`src/rtl/fb_pkg.sv`:
```
// Shared defaults for the frame-buffer read side: bus widths, 640x480 timing, scan FSM states.
package fb_pkg;

  localparam int ADDR_W_DEF   = 20;
  localparam int DATA_W_DEF   = 8;

  localparam int H_ACTIVE_DEF = 640;
  localparam int H_FP_DEF     = 16;
  localparam int H_SYNC_DEF   = 96;
  localparam int H_BP_DEF     = 48;
  localparam int V_ACTIVE_DEF = 480;
  localparam int V_FP_DEF     = 10;
  localparam int V_SYNC_DEF   = 2;
  localparam int V_BP_DEF     = 33;

  typedef enum logic [0:0] {
    ST_IDLE = 1'b0,
    ST_SCAN = 1'b1
  } scan_state_e;

  function automatic int cnt_width(input int n);
    return (n > 1) ? $clog2(n) : 1;
  endfunction

endpackage

```
`src/rtl/display_timing_gen.sv`:
```
// Raster position counters with active-area, raw sync and frame-boundary flags.
// Counters sit at (0,0) whenever i_run is low, so a scan always begins at the frame origin.
module display_timing_gen
  import fb_pkg::*;
#(
  parameter int H_ACTIVE = H_ACTIVE_DEF,
  parameter int H_FP     = H_FP_DEF,
  parameter int H_SYNC   = H_SYNC_DEF,
  parameter int H_BP     = H_BP_DEF,
  parameter int V_ACTIVE = V_ACTIVE_DEF,
  parameter int V_FP     = V_FP_DEF,
  parameter int V_SYNC   = V_SYNC_DEF,
  parameter int V_BP     = V_BP_DEF
)(
  input  logic i_clk,
  input  logic i_reset,
  input  logic i_run,
  output logic o_active,
  output logic o_hsync_act,
  output logic o_vsync_act,
  output logic o_frame_first,
  output logic o_frame_end
);

  localparam int H_TOTAL = H_ACTIVE + H_FP + H_SYNC + H_BP;
  localparam int V_TOTAL = V_ACTIVE + V_FP + V_SYNC + V_BP;
  // One spare count so the exclusive sync-end bounds always fit the counter width
  localparam int HW = cnt_width(H_TOTAL + 1);
  localparam int VW = cnt_width(V_TOTAL + 1);

  localparam logic [HW-1:0] H_LAST     = HW'(H_TOTAL - 1);
  localparam logic [HW-1:0] H_ACT      = HW'(H_ACTIVE);
  localparam logic [HW-1:0] H_SYNC_BEG = HW'(H_ACTIVE + H_FP);
  localparam logic [HW-1:0] H_SYNC_END = HW'(H_ACTIVE + H_FP + H_SYNC);
  localparam logic [VW-1:0] V_LAST     = VW'(V_TOTAL - 1);
  localparam logic [VW-1:0] V_ACT      = VW'(V_ACTIVE);
  localparam logic [VW-1:0] V_SYNC_BEG = VW'(V_ACTIVE + V_FP);
  localparam logic [VW-1:0] V_SYNC_END = VW'(V_ACTIVE + V_FP + V_SYNC);

  logic [HW-1:0] r_hcnt;
  logic [VW-1:0] r_vcnt;
  logic          w_h_last;
  logic          w_v_last;

  assign w_h_last = (r_hcnt == H_LAST);
  assign w_v_last = (r_vcnt == V_LAST);

  always_ff @(posedge i_clk) begin
    if (i_reset || !i_run) begin
      r_hcnt <= '0;
      r_vcnt <= '0;
    end else if (w_h_last) begin
      r_hcnt <= '0;
      r_vcnt <= w_v_last ? '0 : r_vcnt + 1'b1;
    end else begin
      r_hcnt <= r_hcnt + 1'b1;
    end
  end

  assign o_active      = (r_hcnt < H_ACT) && (r_vcnt < V_ACT);
  assign o_hsync_act   = (r_hcnt >= H_SYNC_BEG) && (r_hcnt < H_SYNC_END);
  assign o_vsync_act   = (r_vcnt >= V_SYNC_BEG) && (r_vcnt < V_SYNC_END);
  assign o_frame_first = (r_hcnt == '0) && (r_vcnt == '0);
  assign o_frame_end   = w_h_last && w_v_last;

endmodule

```
`src/rtl/fb_scan_reader.sv`:
```
// Frame-buffer read scanner: raster-order RAM reads with syncs/blanking aligned to the returned data.
//   IDLE | outputs parked at reset values, waiting for Enable
//   SCAN | counters running, one read per active pixel; leaves only at frame end with Enable low
module fb_scan_reader
  import fb_pkg::*;
#(
  parameter int                ADDR_W    = ADDR_W_DEF,
  parameter int                DATA_W    = DATA_W_DEF,
  parameter logic [ADDR_W-1:0] BASE_ADDR = '0,
  parameter int                H_ACTIVE  = H_ACTIVE_DEF,
  parameter int                H_FP      = H_FP_DEF,
  parameter int                H_SYNC    = H_SYNC_DEF,
  parameter int                H_BP      = H_BP_DEF,
  parameter int                V_ACTIVE  = V_ACTIVE_DEF,
  parameter int                V_FP      = V_FP_DEF,
  parameter int                V_SYNC    = V_SYNC_DEF,
  parameter int                V_BP      = V_BP_DEF,
  parameter bit                SYNC_POL  = 1'b0
)(
  input  logic              i_clk,
  input  logic              i_reset,
  input  logic              i_enable,
  input  logic [DATA_W-1:0] i_rd_data,
  output logic [ADDR_W-1:0] o_rd_addr,
  output logic              o_rd_en,
  output logic [DATA_W-1:0] o_pixel,
  output logic              o_pixel_valid,
  output logic              o_hsync,
  output logic              o_vsync,
  output logic              o_frame_start,
  output logic              o_busy
);

  scan_state_e r_state;
  scan_state_e w_state_nxt;
  logic        w_scan;

  logic w_active;
  logic w_hsync_act;
  logic w_vsync_act;
  logic w_frame_first;
  logic w_frame_end;

  logic [ADDR_W-1:0] r_offset;
  logic [ADDR_W-1:0] r_rd_addr;
  logic              r_rd_en;
  logic              r_hs0;
  logic              r_vs0;
  logic              r_fs0;

  logic              r_act1;
  logic              r_hs1;
  logic              r_vs1;
  logic              r_fs1;

  logic [DATA_W-1:0] r_pixel;
  logic              r_pixel_valid;
  logic              r_hsync;
  logic              r_vsync;
  logic              r_frame_start;

  display_timing_gen #(
    .H_ACTIVE (H_ACTIVE),
    .H_FP     (H_FP),
    .H_SYNC   (H_SYNC),
    .H_BP     (H_BP),
    .V_ACTIVE (V_ACTIVE),
    .V_FP     (V_FP),
    .V_SYNC   (V_SYNC),
    .V_BP     (V_BP)
  ) u_timing (
    .i_clk         (i_clk),
    .i_reset       (i_reset),
    .i_run         (w_scan),
    .o_active      (w_active),
    .o_hsync_act   (w_hsync_act),
    .o_vsync_act   (w_vsync_act),
    .o_frame_first (w_frame_first),
    .o_frame_end   (w_frame_end)
  );

  always_ff @(posedge i_clk) begin
    if (i_reset) begin
      r_state <= ST_IDLE;
    end else begin
      r_state <= w_state_nxt;
    end
  end

  always_comb begin
    w_state_nxt = r_state;
    case (r_state)
      ST_IDLE: if (i_enable) w_state_nxt = ST_SCAN;
      ST_SCAN: if (w_frame_end && !i_enable) w_state_nxt = ST_IDLE;
      default: w_state_nxt = ST_IDLE;
    endcase
  end

  always_comb begin
    w_scan = (r_state == ST_SCAN);
    o_busy = w_scan;
  end

  // Read stage: address/strobe for the current raster position; address holds through blanking
  always_ff @(posedge i_clk) begin
    if (i_reset || !w_scan) begin
      r_offset  <= '0;
      r_rd_addr <= BASE_ADDR;
      r_rd_en   <= 1'b0;
      r_hs0     <= 1'b0;
      r_vs0     <= 1'b0;
      r_fs0     <= 1'b0;
    end else begin
      r_rd_en <= w_active;
      r_hs0   <= w_hsync_act;
      r_vs0   <= w_vsync_act;
      r_fs0   <= w_frame_first;
      if (w_active) begin
        r_rd_addr <= BASE_ADDR + r_offset;
      end
      if (w_frame_end) begin
        r_offset <= '0;
      end else if (w_active) begin
        r_offset <= r_offset + 1'b1;
      end
    end
  end

  always_ff @(posedge i_clk) begin
    if (i_reset) begin
      r_act1 <= 1'b0;
      r_hs1  <= 1'b0;
      r_vs1  <= 1'b0;
      r_fs1  <= 1'b0;
    end else begin
      r_act1 <= r_rd_en;
      r_hs1  <= r_hs0;
      r_vs1  <= r_vs0;
      r_fs1  <= r_fs0;
    end
  end

  // Output stage captures RAM data the cycle it becomes valid
  always_ff @(posedge i_clk) begin
    if (i_reset) begin
      r_pixel       <= '0;
      r_pixel_valid <= 1'b0;
      r_hsync       <= ~SYNC_POL;
      r_vsync       <= ~SYNC_POL;
      r_frame_start <= 1'b0;
    end else begin
      r_pixel       <= r_act1 ? i_rd_data : '0;
      r_pixel_valid <= r_act1;
      r_hsync       <= r_hs1 ? SYNC_POL : ~SYNC_POL;
      r_vsync       <= r_vs1 ? SYNC_POL : ~SYNC_POL;
      r_frame_start <= r_fs1;
    end
  end

  assign o_rd_addr     = r_rd_addr;
  assign o_rd_en       = r_rd_en;
  assign o_pixel       = r_pixel;
  assign o_pixel_valid = r_pixel_valid;
  assign o_hsync       = r_hsync;
  assign o_vsync       = r_vsync;
  assign o_frame_start = r_frame_start;

endmodule

```
`config.mk`:
```
export PLATFORM = sky130hd
export DESIGN_NAME = fb_scan_reader
export DESIGN_NICKNAME = d
export VERILOG_FILES = /design/src/rtl/fb_pkg.sv /design/src/rtl/display_timing_gen.sv /design/src/rtl/fb_scan_reader.sv
export SDC_FILE = /design/constraint.sdc
export NUM_CORES = 1
export LEC_CHECK = 0
export CORE_MARGIN = 2
export CORE_UTILIZATION = 48
export DETAILED_ROUTE_END_ITERATION = 8
export PLACE_DENSITY = 0.75
export SETUP_SLACK_MARGIN = 0.3
export SYNTH_ARGS = -nofsm -noshare
export SYNTH_HDL_FRONTEND = slang
export SYNTH_SLANG_ARGS = --single-unit
```
`constraint.sdc`:
```
create_clock -name i_clk -period 5.6 [get_ports i_clk]
set_input_delay 1.68 -clock i_clk [delete_from_list [all_inputs] [get_ports i_clk]]
set_output_delay 1.68 -clock i_clk [all_outputs]
set_load 0.05 [all_outputs]
```
## Word-level counts from Yosys, hierarchy flattened

Cells that the tools add are included.
Widths: inputs -> output; s select.

| storage, ports and cells | value |
|---|---|
| bits in registers | 81 |
| output and inout bits | 34 |

| operators by class | value |
|---|---|
| $lt $le $gt $ge | 6 |
| bitwise gates (word level) | 2 |
| reduce and logical (&&, ||, !) cells | 14 |
| add/subtract/negate cells | 3 |
| mux-type cells | 6 |
| equality and inequality tests | 2 |

Operator list:

| kind | count |
|---|---|
| $add 10x1->10 const B | 2 |
| $add 20x1->20 const B | 1 |
| $eq 10x10->1 const B | 2 |
| $logic_not 10->1 | 2 |
| $lt 10x10->1 const B | 2 |
| $lt 10x9->1 const B | 2 |
| $ge 10x10->1 const B | 1 |
| $ge 10x9->1 const B | 1 |
| $mux 10 | 1 |
| $logic_and 1x1->1 | 6 |
| $reduce_or 2->1 | 3 |
| $mux 1 | 4 |
| $logic_not 1->1 | 2 |
| $not 1->1 | 2 |
| $pmux 1 s2 | 1 |
| $logic_or 1x1->1 | 1 |

## Longest topological paths before layout

| logic depth | value |
|---|---|
| depth in word-level cells | 5 |
| gate-level depth with buffers | 7 |
| gate-level depth less buffers | 6 |

## By module

A second synthesis with hierarchy kept.

| second synthesis, totals | value |
|---|---|
| cell total of the unflattened synthesis | 346 |
| area total of the unflattened synthesis | 3,274.4 µm² |

Modules (own cells, without submodules):

| module | instances | cells each | area each (µm²) |
|---|---|---|---|
| fb_scan_reader | 1 | 215 | 2,178.3 |
| display_timing_gen | 1 | 131 | 1,096.1 |

## Worst setup path before layout

No wires, ideal clock.

| timing | value |
|---|---|
| path kind | input to register |
| start | input port i_reset |
| end | register u_timing.r_hcnt[3] |
| library setup time | 0.064 ns |
| data arrival time | 2.550 ns |
| path buffers | 2 |
| stages | 5 |
| setup slack | 2.986 ns |
| cells stage by stage | nand2b_1 -> clkbuf_1 -> or2_2 -> clkbuf_1 -> nor2_1 |

| on the way | value |
|---|---|
| word-level cells in the longest chain between the ends | 2 |

RTL lines:

| item | RTL line | RTL |
|---|---|---|
| from (decl) | fb_scan_reader.sv:21 | `input logic i_reset,` |
| $logic_or 1x1->1 | display_timing_gen.sv:49 | `if (i_reset \|\| !i_run) begin` |
| $reduce_or 2->1 (no source line) | - |  |
| to (signal assigned) | display_timing_gen.sv:56 | `r_hcnt <= r_hcnt + 1'b1;` |
| to (decl) | display_timing_gen.sv:40 | `logic [HW-1:0] r_hcnt;` |

No other way between the ends.
A chain may end at the register's enable or synchronous reset.

## Worst setup path in the final report

| timing | value |
|---|---|
| start | input port i_reset |
| end | register r_offset[19] |

| on the way | value |
|---|---|
| word-level cells in the longest chain between the ends | 2 |

RTL lines:

| item | RTL line | RTL |
|---|---|---|
| $logic_or 1x1->1 | fb_scan_reader.sv:106 | `if (i_reset \|\| !w_scan) begin` |
| $reduce_or 2->1 (no source line) | - |  |
| to (signal assigned) | fb_scan_reader.sv:124 | `r_offset <= r_offset + 1'b1;` |
| to (decl) | fb_scan_reader.sv:44 | `logic [ADDR_W-1:0] r_offset;` |

No other way between the ends.

==> results.toml <==
[status]
status = "complete, no violations"

[sta]
worst_pin_slew_ns = 0.607
finalCritPeriodShare = 0.583
relSlewSlack = 0.593
rsz0062_at_grt = "false"
finalHoldViolations = 0
skew_ns = 0.00770
min_period_ns = 3.26
fin_tns_setup_ns = 0
setup-violations-final = 0
slew_violations = 0
clock.fmax_ghz = 0.306

[yosys]
netlist_instances = 381
netlist_area_sq_mm = 0.00326
async_reset_ff_frac = 0
synth.most_common_cell = "dfxtp_1"
synth_area_per_cell_sq_um = 8.54
yosysSeqAreaShare = 0.498
ys_types = 34
synth_area_leaders = "dfxtp_1 (50%), nand2_1 (6.6%), a21oi_1 (6.3%)"
synth_fp_nets = 397
yosysTopAreaCell = "dfxtp_1"
synth_top_area_frac = 0.498
synth-edff-count = 0
synth-main-ff-cell = "dfxtp_1"
ys_warn_count = 0
synthTopCellsByCount = "dfxtp_1 (81), nand2_1 (57), a21oi_1 (41)"
synth_seq_cells = 81

[grt]
grt_usage = 0.188
grt_pass1_wl_microns = 11300
antenna_found_initial = 0
grt_max_degree = 30
overflow = 0
grt_pass1_vias = 2538

[clocking]
clock_path_buffers = 2
cts_tree = "yes"
cts_hold_buf = 0
insertion_delay_ns = 0.35
htree_num_levels = 3
post_cts.repair.setup_buffers = 0
cts.sinks = 81
cts_buffers = 9
ctsResizeCount = 0
root_buffer = "clkbuf_8"
clkSlewWorstSetupHoldPaths_ns = 0.09

[hold_path]
min_path_cells = 1
worst_hold_startpoint = "r_vs1"
hold_end = "o_vsync"
holdCritPathClass = "reg -> reg"

[place]
io_buffers = 44
dp_hpwl_microns = 4580
dpl_cell_area_sq_mm = 0.00376
place_congestion = 0.884

[floorplanning]
die_x_microns = 86.4
rows = 30
die_y_microns = 86.4
die_area_sq_mm = 0.00746
ioPinCount = 45
initial_core_util = 0.487
core_sq_mm = 0.00668

[routing]
via_count = 2807
vias_per_cell = 5.55
drcViolationCount = 0
avgRoutedWirePerCell_microns = 13.0
routed_wl_microns = 6600
drtIter0Drc = 157
antenna_left = 0
drt_first_pass_iters = 4

[setup_path]
worst_path_max_delay_cell = "clkdlybuf4s50_1"
crit_required_ns = 5.85
slowest_delay_ns = 0.63
cp_max_fo = 29
arrival_ns = 3.52
rr_startpoint = "u_timing.r_hcnt[0]"
path_cells = "clkdlybuf4s50_1 -> nand2b_1 -> buf_4 -> o21bai_2 -> buf_4 -> o21ba_2"
path_common_cell = "buf_4"
reg2reg_slack_ns = 3.29
critPathLaunchType = "input pin"
reg2reg_to = "r_offset[19]"
crit_path_end_kind = "flop"
path_class = "in -> reg"
r2r_cells = 6

[power_and_ir_drop]
p_leak_nw = 1.23
power.density_mw_per_mm2 = 259
ir_worst_vdd_uv = 125

[finish]
fillers = 597
area.growth.synth_to_final_pct = 21.2
diodes = 0
fin_nets = 437
final_area_sq_mm = 0.00395
drive_above_1_share = 0.0610

[run]
maxCapViolCount = 0
==> area by class of cell <==
cell class,count,area [sq um],area share
Clock buffer,10,138,0.0349
Timing Repair Buffer,48,470,0.119
Tap cell,80,100,0.0254
Inverter,12,45.0,0.0114
Multi-Input combinational cell,269,1520,0.385
Clock inverter,6,50.0,0.0127
Sequential cell,81,1620,0.411
==> sequential cells by signal, summed over array words and instances, names as in the netlist, 8 cells and up <==
signal and count:
o_pixel 8, o_rd_addr 20, r_offset 20, u_timing.r_hcnt 10
u_timing.r_vcnt 10
==> power breakdown <==
group | total, W | leakage (nW) | switching (W) | internal [W]
clock | 0.000397 | 0.0895 | 0.000219 | 0.000178
sequential | 0.000584 | 0.654 | 0.00000311 | 0.000581
combinational | 0.0000426 | 0.483 | 0.0000256 | 0.0000170
==> through the flow <==
step | setup WS (ns) | std cells | util | power [W] | hold slack, ns
global route | 2.19 | 506 | 0.590 | 0.00106 | 0.411
detailed placement | 1.96 | 490 | 0.562 | 0.000640 | 0.366
finish | 2.34 | 506 | 0.590 | 0.00102 | 0.381
floorplan | 2.99 | 381 | - | 0.000622 | 0.355
CTS | 2.33 | 506 | 0.590 | 0.00104 | 0.386
global placement | 1.99 | 490 | 0.562 | 0.000640 | 0.365
==> how the worst max path moves through the flow <==
stage                         endpoint  cells after the start    start  slack (ns)
detailed placement        r_offset[19]                      6  i_reset        1.96
floorplan           u_timing.r_hcnt[3]                      5  i_reset        2.99
global route              r_offset[19]                      6  i_reset        2.19
CTS                       r_offset[19]                      6  i_reset        2.33
finish                    r_offset[19]                      6  i_reset        2.34
global placement          r_offset[19]                      6  i_reset        1.99
==> kinds of logic (layout without fill, tap and decap cells) <==
group / Yosys count / after routing / synth area share
xor gates and xnor gates: 16 / 16 / 0.0430
adders and majority gates: 5 / 5 / 0.0192
DFF: 81 / 81 / 0.498
buffers and inverters: 31 / 76 / 0.0377
AOI/OAI and AO/OA: 67 / 67 / 0.118
and+or+nand+nor: 181 / 181 / 0.284
==> per-layer routing <==
metal  global-route usage  wire [microns]  up-vias
met4               0.0838             102        0
met3               0.0371             300       12
met2                0.301            3010       77
met1                0.246            3190     1311
met5                    0               0        -
li1                     -               -     1407
==> worst max-delay path, delay by kind of cell <==
| family | cells | cell delay (ns) |
|---|---|---|
| AO/OA/AOI/OAI | 2 | 0.42 |
| buffers and inverters | 3 | 1.26 |
| AND/OR/NAND/NOR | 1 | 0.15 |
==> layout by cell type (no fill, tap or decap), types with 2 or more instances in the layout <==
| cell | count |
|---|---|
| a21oi_1 | 41 |
| and2_1 | 10 |
| and4_1 | 5 |
| buf_4 | 4 |
| clkbuf_8 | 10 |
| clkdlybuf4s50_1 | 44 |
| clkinv_4 | 2 |
| clkinvlp_4 | 2 |
| dfxtp_1 | 81 |
| ha_1 | 5 |
| inv_1 | 12 |
| inv_6 | 2 |
| nand2_1 | 57 |
| nand2b_1 | 4 |
| nand3_1 | 20 |
| nand4_1 | 11 |
| nor2_1 | 27 |
| nor2b_1 | 7 |
| nor3_1 | 5 |
| nor4_1 | 10 |
| o21ai_0 | 8 |
| o31ai_1 | 10 |
| or3_1 | 8 |
| or4_1 | 12 |
| xnor2_1 | 12 |
| xor2_1 | 4 |
No activity file was read; power rests on OpenSTA's default activity.
